### src/rtl/tm1638_responder.sv
// tm1638_responder: TM1638-style serial responder with a display RAM and an optional key scan readback.
// Key readback is enabled by defining TM1638_RESPONDER_KEY_READ_EN; without it, read commands are ignored.
module tm1638_responder #(
  parameter int unsigned w_digit     = 8,
  parameter int unsigned sync_stages = 2
) (
  input  logic                 clk,
  input  logic                 rst,
  input  logic                 sio_clk,
  input  logic                 sio_stb,
  input  logic                 sio_data_in,
  output logic                 sio_data_out,
  output logic                 sio_data_oe,
  input  logic [7:0]           keys,
  output logic [8*w_digit-1:0] hgfedcba,
  output logic [w_digit-1:0]   led,
  output logic                 display_on,
  output logic [2:0]           brightness
);

  localparam int unsigned ram_depth = 16;

  typedef enum logic [1:0] {IDLE, CMD, WDATA, RKEYS} state_t;

  state_t state, state_next;

  logic [sync_stages-1:0] clk_sync, stb_sync, din_sync;
  logic                   clk_prev, stb_prev;
  logic                   clk_s, stb_s, din_s;
  logic                   stb_fall_c, stb_rise_c, clk_rise_c;
  logic                   byte_done_c;
  logic [7:0]             byte_c;
  logic [2:0]             bit_cnt;
  logic [6:0]             shift;
  logic [7:0]             ram [ram_depth];
  logic [3:0]             addr;
  logic                   fixed_addr;

  // Input synchronizers; left out of reset so releasing reset never creates a false edge.
  always_ff @(posedge clk) begin
    clk_sync <= {clk_sync[sync_stages-2:0], sio_clk};
    stb_sync <= {stb_sync[sync_stages-2:0], sio_stb};
    din_sync <= {din_sync[sync_stages-2:0], sio_data_in};
    clk_prev <= clk_sync[sync_stages-1];
    stb_prev <= stb_sync[sync_stages-1];
  end

  assign clk_s = clk_sync[sync_stages-1];
  assign stb_s = stb_sync[sync_stages-1];
  assign din_s = din_sync[sync_stages-1];

  // Edge detection; a strobe edge in the same cycle masks any clock edge.
  assign stb_fall_c  = stb_prev & ~stb_s;
  assign stb_rise_c  = ~stb_prev & stb_s;
  assign clk_rise_c  = ~clk_prev & clk_s & ~stb_s & ~stb_fall_c;
  assign byte_c      = {din_s, shift};
  assign byte_done_c = clk_rise_c && (state == CMD || state == WDATA) && (bit_cnt == 3'd7);

  // State register.
  always_ff @(posedge clk) begin
    if (!rst) state <= IDLE;
    else      state <= state_next;
  end

  // Next-state decode: strobe edges dominate, otherwise decode the command byte.
  always_comb begin
    state_next = state;
    if (stb_rise_c) begin
      state_next = IDLE;
    end else if (stb_fall_c) begin
      state_next = CMD;
    end else if (byte_done_c && state == CMD) begin
      case (byte_c[7:6])
        2'b01: begin
          if (byte_c[1]) begin
`ifdef TM1638_RESPONDER_KEY_READ_EN
            state_next = RKEYS;
`else
            state_next = IDLE;
`endif
          end else begin
            state_next = WDATA;
          end
        end
        2'b11:   state_next = WDATA;
        default: state_next = IDLE;
      endcase
    end
  end

  // Byte assembly, command side effects and display RAM writes.
  always_ff @(posedge clk) begin
    if (!rst) begin
      bit_cnt    <= '0;
      shift      <= '0;
      addr       <= '0;
      fixed_addr <= 1'b0;
      display_on <= 1'b0;
      brightness <= '0;
      for (int i = 0; i < ram_depth; i++) ram[i] <= '0;
    end else begin
      if (stb_fall_c) begin
        bit_cnt <= '0;
      end else if (clk_rise_c && (state == CMD || state == WDATA)) begin
        bit_cnt <= bit_cnt + 3'd1;
        shift   <= byte_c[7:1];
      end
      if (byte_done_c) begin
        if (state == CMD) begin
          case (byte_c[7:6])
            2'b01: fixed_addr <= byte_c[2];
            2'b11: addr       <= byte_c[3:0];
            2'b10: begin
              display_on <= byte_c[3];
              brightness <= byte_c[2:0];
            end
            default: ;
          endcase
        end else begin
          ram[addr] <= byte_c;
          if (!fixed_addr) addr <= addr + 4'd1;
        end
      end
    end
  end

  // Even RAM bytes feed the digits, bit0 of odd bytes feeds the LEDs.
  for (genvar d = 0; d < w_digit; d++) begin : g_digit
    assign hgfedcba[8*d +: 8] = ram[2*d];
    assign led[d]             = ram[2*d+1][0];
  end

`ifdef TM1638_RESPONDER_KEY_READ_EN
  logic        clk_fall_c;
  logic [31:0] rd_bits;
  logic [5:0]  rd_cnt;

  assign clk_fall_c = clk_prev & ~clk_s & ~stb_s & ~stb_fall_c;

  // Key snapshot on entering RKEYS, then one bit per falling sio_clk, 32 bits then release.
  always_ff @(posedge clk) begin
    if (!rst) begin
      rd_bits      <= '0;
      rd_cnt       <= '0;
      sio_data_oe  <= 1'b0;
      sio_data_out <= 1'b0;
    end else if (stb_rise_c || stb_fall_c) begin
      sio_data_oe  <= 1'b0;
      sio_data_out <= 1'b0;
    end else if (byte_done_c && state == CMD && state_next == RKEYS) begin
      for (int n = 0; n < 4; n++) rd_bits[8*n +: 8] <= {3'b000, keys[n+4], 3'b000, keys[n]};
      rd_cnt <= '0;
    end else if (clk_fall_c && state == RKEYS) begin
      if (!rd_cnt[5]) begin
        sio_data_oe  <= 1'b1;
        sio_data_out <= rd_bits[rd_cnt[4:0]];
        rd_cnt       <= rd_cnt + 6'd1;
      end else begin
        sio_data_oe  <= 1'b0;
        sio_data_out <= 1'b0;
      end
    end
  end
`else
  // No readback: the DIO pin is never driven and the key inputs are ignored.
  logic unused_keys_c;
  assign unused_keys_c = ^keys;
  assign sio_data_oe   = 1'b0;
  assign sio_data_out  = 1'b0;
`endif

endmodule

### config.mk
export PLATFORM = sky130hd
export DESIGN_NAME = tm1638_responder
export DESIGN_NICKNAME = d
export VERILOG_FILES = /design/src/rtl/tm1638_responder.sv
export SDC_FILE = /design/constraint.sdc
export NUM_CORES = 1
export LEC_CHECK = 0
export BUFFER_PORTS_ARGS = -buffer_cell sky130_fd_sc_hd__buf_2
export CAP_MARGIN = 20
export CORE_MARGIN = 4
export CORE_UTILIZATION = 55
export DETAILED_ROUTE_END_ITERATION = 7
export PLACE_DENSITY = 0.81
export SYNTH_ARGS = -nofsm -noshare
export SYNTH_HDL_FRONTEND = slang
export SYNTH_SLANG_ARGS = --single-unit
### constraint.sdc
create_clock -name clk -period 7.2 [get_ports clk]
set_clock_uncertainty 0.05 [all_clocks]
set_input_delay 1.44 -clock clk [delete_from_list [all_inputs] [get_ports clk]]
set_output_delay 1.44 -clock clk [all_outputs]
set_load 0.05 [all_outputs]
After elaboration in Yosys (flattened, before gate mapping)
Memory sizes are Yosys's and may differ from the RTL's.
Cells that the tools add are included.
{"block": "totals", "register_bits": 29, "latchBits": 0, "mem_bits_rw": 128, "romBits": 0, "inputBits": 13, "out_inout_bits": 78, "word_cells": 62, "memories": 1}
{"memory": "ram", "depth": 16, "word_bits": 8, "rd": 16, "rd_clocked_by_memory_dff": 0, "wr": 16, "line": "35", "rtl": "logic [7:0] ram [ram_depth];"}
{"block": "op_classes", "addsub": 2, "n_mul": 0, "div": 0, "n_lt_le_gt_ge": 0, "eq_ne": 8, "shift": 0, "muxes": 15, "bitwise": 10, "n_reduce_logical": 13}
{"operator": "two-way mux 4 bit", "count": 4}
{"operator": "AND reduction 3 bit", "count": 3}
{"operator": "two-way mux 1 bit", "count": 8}
{"operator": "two-way mux 8 bit", "count": 1}
{"operator": "OR reduction 8 bit", "count": 1}
{"operator": "== test 2 bit (second input constant)", "count": 3}
{"operator": "bitwise AND 1 bit", "count": 5}
{"operator": "NOT 1 bit", "count": 5}
{"operator": "adder 4 x 1 -> 4 bit (second input constant)", "count": 1}
{"operator": "== test 2 x 1 -> 1 bit (second input constant)", "count": 2}
{"operator": "!= test 2 x 1 -> 1 bit (second input constant)", "count": 2}
{"operator": "case mux 2 bit (2 select lines)", "count": 1}
{"operator": "OR reduction 2 bit", "count": 2}
{"operator": "adder 3 x 1 -> 3 bit (second input constant)", "count": 1}
{"operator": "== test 3 bit (second input constant)", "count": 1}
{"operator": "logical AND 1 bit", "count": 3}
{"operator": "OR reduction 3 bit", "count": 1}
{"operator": "two-way mux 2 bit", "count": 1}
{"operator": "AND reduction 2 bit", "count": 1}
{"operator": "nonzero test 2 bit", "count": 1}
{"operator": "logical OR 1 bit", "count": 1}

Logic depth before layout (Yosys ltp)
{"block": "logic_depth", "word_depth": 11, "depth_mapped": 8, "depth_no_buf": 6}

Least setup slack after synthesis
Ideal clock, no wire load.
{"block": "synth_path", "path_type": "reg2reg", "from": "reg stb_sync[1]", "to": "mem ram[4][0], enable pin", "setup_time_ns": 0.384, "arrival_ns": 2.573, "required_ns": 6.766, "setup_slack_ns": 4.193, "path_stages_with_launch": 8, "path_buffers": 2, "period_less_slack_ns": 3.007, "path_cell_list": "dfxtp_1 > inv_1 > ha_1 > or4b_1 > buf_2 > or4_1 > buf_2 > o21ai_0"}
{"element": "start: declaration", "line": "27", "rtl": "logic [sync_stages-1:0] clk_sync, stb_sync, din_sync;"}
{"element": "start signal: assignment", "line": "42", "rtl": "stb_sync <= {stb_sync[sync_stages-2:0], sio_stb};"}
{"element": "end: declaration", "line": "35"}

==> qor.txt <==
Pre-antenna DRT Iters: 5
Hold Slack: 0.281 ns
Worst rel slew slack: 0.463
H-tree depth: 3
Vias in the first global route: 2410
Synth warn: 0
Clk sink count: 101
Tcrit/Tclk final: 0.481
Max clock buf depth: 2
Crit path max fanout: 22
Die area: 8500 µm²
Top post-synthesis cells by area: edfxtp_1, dfxtp_1, nor2_1, o21ai_0, nand2_1
Sequential share of the synthesized area: 0.703
Synth Area per Inst: 11.8 µm²
Pwr per Cell Area: 249 nW/µm²
Area of the core: 6830 µm²
Detailed Route Iter0 Violations: 237
Distinct cells, synth: 34
Kind of critical path: flip-flop to flip-flop
CP Launch Type: flip-flop
CTS tree: built
Routability congestion estimate: 0.836
Die W: 92.2 µm
Hold_buf cts: 0
DRC viols: 0
Adder-cell area share of the yosys netlist: 0.0289
Cell Area, Synth: 3900 µm²
DP Area: 4340 µm²
FF+latch count, synth: 101
Post-Synth Simple-Gate Area: 0.154
Num rows: 30
Pin count of the biggest net entering global routing: 38
CP top delay family: simple AND/OR/NAND/NOR gates
Core Util, Final: 0.677
CP arrival: 3.47 ns
Minimum clock period after layout: 3.46 ns
Final ANT Viol Nets: 0
Max cap viols: 0
Nets: 433
Crit path required time: 7.21 ns
Fraction of synthesized cell area in xor and xnor cells: 0.00449
Post-CTS Resized: 0
Async SR Flop Fraction: 0
Combinational family with the most area after synthesis: simple AND/OR/NAND/NOR gates
Unrepaired setup endpoints after global routing: no
Proportion of synthesized area in mux cells: 0.0205
First-pass GRT wire length: 12500 µm
I/O pin count: 91
Layout cells sized above 1: 0.255
Worst skew pair latency: 0.35 ns
Ys flop type: edfxtp_1
Cell Chain, Critical Path: inv_1, ha_1, or4b_1, nor2_2, nand3_1, o21ai_0, buf_2
ANT cells: 0
Max frequency: 289 MHz
Post-Layout Inst Area: 4630 µm²
Run status: completed
GRT Resource Usage Total: 0.188
Synth Area in Compound Gates: 0.0574
Clk slew on worst S/H paths: 0.09 ns
Vias: 2666
LEAKAGE: 1.74 nW
Mean routed wirelength per cell: 15.3 µm
Grt total ovfl: 0
Synth top area share: 0.554
Setup TNS: 0 ns
EDFF count, synth: 72
Wirelength, routed: 7810 µm
Filler cells: 524
Worst path max stage delay: 0.68 ns
Die Ht: 92.2 µm
Design Power: 0.00115 W
Largest area contributor in the netlist: edfxtp_1
Count of final hold-check violations: 0
Initial antenna violation count: 0
Final count of negative-setup-slack endpoints: 0
Slew of the pin with the lowest slew margin: 0.803 ns
Max VDD drop: 0.000139 V
Crit. End Element: flip-flop
Buffers inserted by post-CTS timing repair: 0
Fin. max-slew vios: 0
Area Growth Syn to Fin: 18.6%
Cts bufs inserted: 9
Vias per cell: 5.21
Starting Density: 0.571
DP HPWL: 5530 µm
Crit path buf inv count: 2
Post-Syn Instances: 331
CP max stage cell: or4b_1
IO buf count: 80
Hold Path Class: flip-flop to flip-flop
Root Buffer Master: clkbuf_8
cells in the mapped netlist (2+ instances only):
library cell and number:
nor2_1 80, edfxtp_1 72, nand2_1 33, dfxtp_1 29
o21ai_0 26, clkbuf_1 16, nand3_1 12, ha_1 9
inv_1 9, mux2i_1 8, a21oi_1 6, nand2b_1 3
and3_1 2, buf_2 2, buf_4 2, nor2_2 2
o2111ai_1 2, xnor2_1 2
cell type report:
type                       instances  area, µm²  area share
inverter                           9       33.8     0.00730
clock inverter                     5        108      0.0233
sequential                       101       2740       0.593
tap                               96        120      0.0260
timing repair buffer              88        448      0.0968
multi-input combinational        202       1040       0.226
clock buffer                      11        131      0.0284
power by group:
part	leakage (nW)	total [W]	internal [W]	switching, W
combinational	0.646	0.0000918	0.0000158	0.0000761
clock	0.118	0.000417	0.000233	0.000184
sequential	0.980	0.000641	0.000636	0.00000542
total	1.74	0.00115	0.000884	0.000265
registers in the layout, summed over array words and instances (netlist names), 2 cells and up:
name	cells
state	2
bit_cnt	3
clk_sync	2
din_sync	2
stb_sync	2
shift	7
addr	4
brightness	3
ram	72
layout by cell type (no fill, tap or decap), drive strengths merged, types with 2 or more instances in the layout:
cell	netlist	routed
buf	4	85
nor2	82	82
edfxtp	72	72
nand2	33	33
dfxtp	29	29
o21ai	26	26
clkbuf	16	14
nand3	12	12
inv	9	10
ha	9	9
mux2i	8	8
a21oi	6	6
nand2b	3	3
bufinv	0	3
and3	2	2
xnor2	2	2
o2111ai	2	2
conb	1	2
path summary, 6_finish.rpt:
kind | startpoint | end | slack (ns) | cells past startpoint
setup / recovery | stb_sync[1]$_DFF_P_ | ram[12][1]$_SDFFCE_PN0P_ | 3.74 | 7
hold / removal | clk_sync[0]$_DFF_P_ | clk_sync[1]$_DFF_P_ | 0.28 | 0
setup reg to reg | stb_sync[1]$_DFF_P_ | ram[12][1]$_SDFFCE_PN0P_ | 3.74 | 7
hold reg to reg | clk_sync[0]$_DFF_P_ | clk_sync[1]$_DFF_P_ | 0.28 | 0
worst reg2reg max path: stages, from the launching register on:
cell     delay, ns
dfxtp_1       0.39
inv_1         0.06
ha_1          0.22
or4b_1        0.68
nor2_2        0.35
nand3_1       0.64
o21ai_0       0.51
buf_2         0.27
per-stage QoR:
| step | std cells | setup slack [ns] |
|---|---|---|
| final | 512 | 3.74 |
| after global routing | 512 | 3.50 |
| after CTS | 504 | 3.32 |
| after detailed placement | 488 | 3.33 |
| after global placement | 488 | 3.48 |
| after floorplan | 332 | 4.19 |
logic make-up (layout without fill, tap and decap cells):
group / after synthesis / count (layout)
XOR/XNOR: 2 / 2
flip-flops: 101 / 101
multiplexers: 8 / 8
other: 1 / 2
buffers and inverters: 29 / 113
adder cells (fa/ha/maj): 9 / 9
AO/OA/AOI/OAI: 40 / 40
AND/OR/NAND/NOR: 141 / 141
routing by layer:
layer / up-vias / part of all wire / GRT usage
met2: 115 / 0.47 / 0.298
met3: 17 / 0.071 / 0.0394
li1: 1297 / - / -
met1: 1237 / 0.44 / 0.256
met4: 0 / 0.018 / 0.0743
met5: - / 0 / 0
Note: power is estimated with default switching activity, not from simulation.
